<file path="src/rtl/wb_grf_pkg.sv">
// Shared definitions for the writeback stage: writeback source codes and load opcodes.
package wb_grf_pkg;

  localparam logic [2:0] WD_SEL_ALU  = 3'd0;
  localparam logic [2:0] WD_SEL_MEM  = 3'd1;
  localparam logic [2:0] WD_SEL_PC   = 3'd2;
  localparam logic [2:0] WD_SEL_EXT  = 3'd3;
  localparam logic [2:0] WD_SEL_MUDI = 3'd4;

  localparam logic [5:0] OP_LB  = 6'h20;
  localparam logic [5:0] OP_LH  = 6'h21;
  localparam logic [5:0] OP_LW  = 6'h23;
  localparam logic [5:0] OP_LBU = 6'h24;
  localparam logic [5:0] OP_LHU = 6'h25;

  // Codes above MUDI are undefined sources; they never commit.
  function automatic logic sel_valid(input logic [2:0] sel);
    return sel <= WD_SEL_MUDI;
  endfunction

endpackage

</file>
<file path="src/rtl/wb_grf_load_ext.sv">
// Load data extraction: picks the byte/halfword addressed by the low address bits and extends it.
module wb_grf_load_ext
  import wb_grf_pkg::*;
(
  input  logic [31:0] dm_out,
  input  logic [1:0]  off,
  input  logic [5:0]  opcode,
  output logic [31:0] load_val
);

  logic [7:0]  byte_sel;
  logic [15:0] half_sel;

  always_comb begin
    byte_sel = dm_out[7:0];
    case (off)
      2'd0: byte_sel = dm_out[7:0];
      2'd1: byte_sel = dm_out[15:8];
      2'd2: byte_sel = dm_out[23:16];
      2'd3: byte_sel = dm_out[31:24];
      default: byte_sel = dm_out[7:0];
    endcase
    // Halfword loads are aligned upstream, so only off[1] matters.
    half_sel = off[1] ? dm_out[31:16] : dm_out[15:0];
  end

  always_comb begin
    load_val = dm_out;
    case (opcode)
      OP_LB:   load_val = {{24{byte_sel[7]}}, byte_sel};
      OP_LBU:  load_val = {24'd0, byte_sel};
      OP_LH:   load_val = {{16{half_sel[15]}}, half_sel};
      OP_LHU:  load_val = {16'd0, half_sel};
      OP_LW:   load_val = dm_out;
      default: load_val = dm_out;
    endcase
  end

endmodule

</file>
<file path="src/rtl/wb_grf.sv">
// Writeback stage and general register file with write-first bypass to the D-stage read ports.
module wb_grf
  import wb_grf_pkg::*;
#(
  parameter int DATA_W      = 32,
  parameter int ADDR_W      = 5,
  parameter int LINK_OFFSET = 8,
  parameter bit TRACE_EN    = 1'b1
) (
  input  logic              clk,
  input  logic              rst,
  input  logic [ADDR_W-1:0] A3_W,
  input  logic              WE_W,
  input  logic [2:0]        WD_SEL_W,
  input  logic [DATA_W-1:0] ALU_OUT_W,
  input  logic [DATA_W-1:0] DM_OUT_W,
  input  logic [DATA_W-1:0] EXT_OUT_W,
  input  logic [DATA_W-1:0] MUDI_OUT_W,
  input  logic [DATA_W-1:0] PC_W,
  input  logic [31:0]       INSTR_W,
  input  logic [ADDR_W-1:0] A1_D,
  input  logic [ADDR_W-1:0] A2_D,
  output logic [DATA_W-1:0] RD1_D,
  output logic [DATA_W-1:0] RD2_D,
  output logic [DATA_W-1:0] WD_W,
  output logic              WE_ACT_W,
  // Pulses for each committed write so a trace can print "@pc: $rd <= data" at the commit edge.
  output logic              trace_vld
);

  localparam int NREG = 2 ** ADDR_W;

  logic [DATA_W-1:0] grf [NREG];
  logic [DATA_W-1:0] load_val;
  logic              unused_instr;

  assign unused_instr = ^INSTR_W[25:0];

  wb_grf_load_ext u_load_ext (
    .dm_out   (DM_OUT_W),
    .off      (ALU_OUT_W[1:0]),
    .opcode   (INSTR_W[31:26]),
    .load_val (load_val)
  );

  always_comb begin
    WD_W = '0;
    case (WD_SEL_W)
      WD_SEL_ALU:  WD_W = ALU_OUT_W;
      WD_SEL_MEM:  WD_W = load_val;
      WD_SEL_PC:   WD_W = PC_W + DATA_W'(LINK_OFFSET);
      WD_SEL_EXT:  WD_W = EXT_OUT_W;
      WD_SEL_MUDI: WD_W = MUDI_OUT_W;
      default:     WD_W = '0;
    endcase
  end

  assign WE_ACT_W  = WE_W && (A3_W != '0) && sel_valid(WD_SEL_W);
  assign trace_vld = TRACE_EN && WE_ACT_W && !rst;

  // Reset wins over a same-edge write; entry 0 is cleared but never written afterwards.
  always_ff @(posedge clk) begin
    if (rst) begin
      for (int i = 0; i < NREG; i++) grf[i] <= '0;
    end else if (WE_ACT_W) begin
      grf[A3_W] <= WD_W;
    end
  end

  always_comb begin
    RD1_D = '0;
    if (A1_D != '0) RD1_D = (WE_ACT_W && A1_D == A3_W) ? WD_W : grf[A1_D];
  end

  always_comb begin
    RD2_D = '0;
    if (A2_D != '0) RD2_D = (WE_ACT_W && A2_D == A3_W) ? WD_W : grf[A2_D];
  end

endmodule

</file>
<file path="config.mk">
export PLATFORM = sky130hd
export DESIGN_NAME = wb_grf
export DESIGN_NICKNAME = d
export VERILOG_FILES = /design/src/rtl/wb_grf_pkg.sv /design/src/rtl/wb_grf_load_ext.sv /design/src/rtl/wb_grf.sv
export SDC_FILE = /design/constraint.sdc
export NUM_CORES = 2
export LEC_CHECK = 0
export CORE_MARGIN = 2
export CORE_UTILIZATION = 50
export DETAILED_ROUTE_END_ITERATION = 12
export DONT_BUFFER_PORTS = 1
export PLACE_DENSITY = 0.74
export SYNTH_ARGS = -nofsm -noshare
export SYNTH_HDL_FRONTEND = slang
export SYNTH_HIERARCHICAL = 1
export SYNTH_SLANG_ARGS = --single-unit
</file>
<file path="constraint.sdc">
create_clock -name clk -period 6.5 [get_ports clk]
set_input_delay 0.975 -clock clk [delete_from_list [all_inputs] [get_ports clk]]
set_output_delay 0.975 -clock clk [all_outputs]
set_load 0.02 [all_outputs]
</file>
# After elaboration in Yosys (flattened, before gate mapping)
# Memory sizes are Yosys's and may differ from the RTL's.
# Index checks and enable logic that the tools add are counted.
[totals] regBits=0 mem_bits_rw=1024 output_inout_bits=98 n_memories=1
[mem_list] name="grf" words=32 word_bits=32 read_ports=2 rd_ports_with_merged_regs=0 wr=32 line_no="wb_grf.sv:33" rtl="logic [DATA_W-1:0] grf [NREG];"
[classes] add_sub_neg=1 order_cmp=1 eq_ne=13 mux=16 n_reduce_logical=12
[ops] operator="$mux W32" count=5
[ops] operator="$pmux W32 S5" count=1
[ops] operator="$pmux W32 S4" count=1
[ops] operator="$add A32 B4 Y32 const B" count=1
[ops] operator="$pmux W8 S4" count=1
[ops] operator="$reduce_or A32 Y1" count=1
[ops] operator="$eq A6 B6 Y1 const B" count=4
[ops] operator="$mux W16" count=1
[ops] operator="$reduce_bool A5 Y1" count=3
[ops] operator="$eq A5 B5 Y1" count=2
[ops] operator="$eq A3 B2 Y1 const B" count=2
[ops] operator="$mux W1" count=6
[ops] operator="$logic_and A1 B1 Y1" count=5
[ops] operator="$mux W5" count=1
[ops] operator="$eq A2 B2 Y1 const B" count=2
[ops] operator="$eq A3 B1 Y1 const B" count=1
[ops] operator="$eq A3 B3 Y1 const B" count=1
[ops] operator="$le A3 B3 Y1 const B" count=1
[ops] operator="$logic_not A3 Y1" count=1
[ops] operator="$eq A2 B1 Y1 const B" count=1
[ops] operator="$logic_not A2 Y1" count=1
[ops] operator="$logic_not A1 Y1" count=1

# Logic depth before layout (Yosys ltp)
[logic_depth] depth_word=8 ltp_mapped=12 mapped_depth_nobuf=9

# Cells and area by module
# The synthesis kept the hierarchy.
[by_module_without_submodules] mod="wb_grf" n_inst=1 cells_per_inst=3943 area_each_um2=54989.0 seq_area_each_um2=30749.5
[by_module_without_submodules] mod="wb_grf_load_ext" n_inst=1 cells_per_inst=128 area_each_um2=1014.7 seq_area_each_um2=0.0

# Worst setup path before layout
# No wires, ideal clock.
[synth_path] path_type="input-to-output" from="in INSTR_W[29]" to="out WD_W[5]" arrival_time_ps=3374 required_ps=5525 setup_slack_ps=2151 path_stages=9 n_path_buf=2 path_cell_list="nor4b_4 > mux2_2 > a221o_1 > mux2_2 > a22oi_1 > o22a_1 > clkbuf_1 > clkbuf_1 > inv_1"
[synth_between] elab_chain_cells=3 elab_cells_between_ends=6 classes_between="4 x eq/ne; 2 x mux"
[synth_lines] item="from (decl)" line_no="wb_grf.sv:20" rtl="input logic [31:0] INSTR_W,"
[synth_lines] item="$eq A6 B6 Y1" line_no="wb_grf_load_ext.sv:29" rtl="case (opcode)"
[synth_lines] item="$pmux W32 S4 *" line_no="wb_grf_load_ext.sv:29"
[synth_lines] item="named net load_val[5]" line_no="wb_grf.sv:34" rtl="logic [DATA_W-1:0] load_val;"
[synth_lines] item="$pmux W32 S5 *" line_no="wb_grf.sv:48" rtl="case (WD_SEL_W)"
[synth_lines] item="to (decl)" line_no="wb_grf.sv:25" rtl="output logic [DATA_W-1:0] WD_W,"
# Mark *: on every way through the listed nets, which the timed path passes. The rest lies on a longest branch.

# Worst setup path after layout
[layout_path] from="in WD_SEL_W[0]" to="out RD2_D[1]"
[layout_between] elab_chain_cells=5 elab_cells_between_ends=11 classes_between="1 x order compare; 4 x eq/ne; 3 x mux; 3 x reduce/logical"
[layout_lines] item="from (decl)" line_no="wb_grf.sv:14" rtl="input logic [2:0] WD_SEL_W,"
[layout_lines] item="$le A3 B3 Y1" line_no="wb_grf_pkg.sv:18" rtl="return sel <= WD_SEL_MUDI;"
[layout_lines] item="$logic_and A1 B1 Y1" line_no="wb_grf.sv:58" rtl="assign WE_ACT_W = WE_W && (A3_W != '0) && sel_valid(WD_SEL_W);"
[layout_lines] item="$logic_and A1 B1 Y1" line_no="wb_grf.sv:77" rtl="if (A2_D != '0) RD2_D = (WE_ACT_W && A2_D == A3_W) ? WD_W : grf[A2_D];"
[layout_lines] item="$mux W32 * (2 in a row)" line_no="wb_grf.sv:77"
[layout_lines] item="to (decl)" line_no="wb_grf.sv:24" rtl="output logic [DATA_W-1:0] RD2_D,"
# Every way passes the cells marked *; elsewhere a longest branch is shown, timed or not.

==> flow_summary.json <==
{
  "postCtsSetupRepairBufs": 0,
  "slew_violations": 0,
  "cts_resized": 0,
  "synth_fa_ha_area_share_pct": 0.0223,
  "yosys.area_share.xor_xnor_pct": 0.563,
  "cp_max_fo": 63,
  "io_buffers": 0,
  "cts_max_level": 3,
  "wl_per_cell_um": 36.0,
  "hold_viol": 0,
  "critical_path.cell_chain": "o21ai_1 -> nand2_1 -> a21o_1 -> nor4_4 -> buf_12 -> a211oi_1 -> a211oi_1 -> buf_4",
  "finalNonFillerCells": 5523,
  "drtIter0Drc": 7050,
  "drt_first_pass_iters": 8,
  "via_per_inst": 7.19,
  "synth_edf_count": 1024,
  "cp_common_cell": "a211oi_1",
  "wirelength_um": 199000,
  "crit_end": "RD2_D[1]",
  "combPwrFrac_pct": 13.2,
  "grt_overflow": 0,
  "synth.largest_area_cell": "edfxtp_1",
  "pwr-share-clk_pct": 39.1,
  "rsz0062_at_grt": "false",
  "cts_tree": "done",
  "crit_slowest_cell": "a211oi_1",
  "path_class": "primary input to output pin",
  "netlist_top_cells_area": "edfxtp_1, mux4_2, nor2_1",
  "status": "finished clean",
  "clockBufferDepth": 3,
  "holdWs_ns": 0.437,
  "syn_inst": 4071,
  "grt_pass1_vias": 38700,
  "synth_top_family_by_area": "multiplexers",
  "synth_top_area_share_pct": 54.9,
  "clk_pin_slew_ns": 0.06,
  "reg_top3": "grf x1024",
  "die_w_um": 339,
  "min_period_ns": 5.69,
  "die_area_um2": 115000,
  "chipHeight_um": 339,
  "coreArea_um2": 111000,
  "muxShareOfSynthArea_pct": 25.0,
  "cp-end-kind": "output pin",
  "path_buf_inv": 2,
  "yosysUniqueCellTypes": 72,
  "worst_pin_slew_ns": 1.32,
  "fmax_mhz": 176,
  "initial_utilization_pct": 50.5,
  "grt_antenna_before_repair": 12,
  "start_kind": "primary input",
  "gp_congestion": 0.973,
  "postSynthAreaPerCell_um2": 13.8,
  "power.switching_mw": 4.08,
  "worstHoldPathType": "primary input to register",
  "yosys_warnings": 6,
  "relSlewSlack_pct": 12.0,
  "largest-register": "grf",
  "final_layout_size_suffix_gt1_share_pct": 24.3,
  "vdd_drop_max_uv": 236,
  "seq_area_frac_synth_pct": 54.9,
  "met3WireLength_um": 38200,
  "finalNetCount": 4150,
  "crit_family": "compound AO/OA/AOI/OAI gates",
  "startpoint": "WD_SEL_W[0]",
  "dp_hpwl_um": 117000,
  "m1WireLength_um": 60800,
  "synth_compound_area_share_pct": 5.05,
  "fp-row-count": 122,
  "cts-root-buf": "clkbuf_16",
  "cp.arrival_ns": 4.72,
  "finish.utilization_pct": 55.2,
  "worstSetupPathDepth": 8,
  "sequentialPowerShare_pct": 47.7,
  "cap_viol_max_count": 0,
  "area_growth_pct": 9.19,
  "internal_power_mw": 12.3,
  "cts.sinks": 1024,
  "power.leakage_nw": 20.3,
  "vias": 39700,
  "cts_buffers": 107,
  "final-setup-viol-count": 0,
  "placedCellCount": 5315,
  "layout_commonest_cell": "nor2_1",
  "grt_pass1_wl_um": 278000,
  "synthArstFlopShare_pct": 0,
  "drtAntennaViolNets": 0,
  "synth_flop_cell": "edfxtp_1",
  "cellPowerDensity_nw_per_um2": 267,
  "max_stage_delay_ns": 1.02,
  "cp.required_ns": 5.52,
  "tns_ns": 0,
  "grt_usage_pct": 34.0,
  "postCtsHoldBufs": 0,
  "synth_area_um2": 56000,
  "fin_crit_sh_pct": 87.6,
  "wl_met2_um": 85400,
  "total_power_mw": 16.3,
  "grt_max_degree": 284,
  "largest_reg_flops": 1024,
  "io_pins": 311,
  "synth-seq-cells": 1024,
  "drc": 0,
  "p_sw_share_pct": 25.0,
  "synthSimpleGateAreaFrac_pct": 10.4,
  "highest_layer": "met5",
  "mostFrequentLayoutCells": "nor2_1, edfxtp_1, mux4_2, mux2i_1, buf_4"
}
## synth_stat cells, types with 41 or more instances
master	n
mux2i_1	204
edfxtp_1	1024
clkbuf_1	257
buf_4	50
nor3_1	48
a211oi_1	158
buf_2	106
nor2b_1	67
nand2_1	114
o22ai_1	82
nor2_1	1031
nand2b_1	41
mux4_2	517
## metrics by stage
step           area [µm²]  setup WS, ns
5_1_grt             61100         0.800
3_3_place_gp        57500          1.37
6_report            61200         0.808
2_1_floorplan       56100          2.15
3_5_place_dp        57500          1.33
4_1_cts             61100          1.33
## cell type report
cell class                 count  area [µm²]
multi-input combinational   2589       23500
fill                        8705       49700
clock inverter                71         781
inverter                      43         161
tap                         1488        1860
timing repair buffer         171        1310
antenna                        8        20.0
clock buffer                 129        2800
sequential                  1024       30700
## power by group through the flow
stage	clock [mW]	sequential (mW)	combinational, mW
after floorplan	0	7.85	1.60
after global placement	0	7.88	2.04
after detailed placement	0	7.92	2.06
after CTS	6.35	7.79	2.07
after global routing	6.59	7.83	2.19
final	6.38	7.79	2.15
## routing by layer
layer / vias up / GRT usage, %
met1: 19600 / 42.4
met4: 18 / 19.5
met5: - / 0
met3: 839 / 14.8
met2: 3948 / 49.7
li1: 15300 / -
## worst min path at each step
| stage | from | to | slack [ns] | cells after the start |
|---|---|---|---|---|
| floorplan | EXT_OUT_W[14] | grf[5][14] | 1.37 | 4 |
| global placement | rst | grf[0][7] | 1.11 | 0 |
| detailed placement | rst | grf[0][7] | 1.11 | 0 |
| CTS | rst | grf[0][22] | 0.40 | 0 |
| global route | rst | grf[0][22] | 0.40 | 0 |
| finish | rst | grf[0][22] | 0.44 | 0 |
## cells by family after synthesis
family	count (synthesis)
buffers and inverters	489
AO/OA/AOI/OAI	391
AND/OR/NAND/NOR	1381
other	1
adder cells (fa/ha/maj)	1
flip-flops	1024
XOR/XNOR	36
multiplexers	748
No activity file was read; power rests on OpenSTA's default activity.
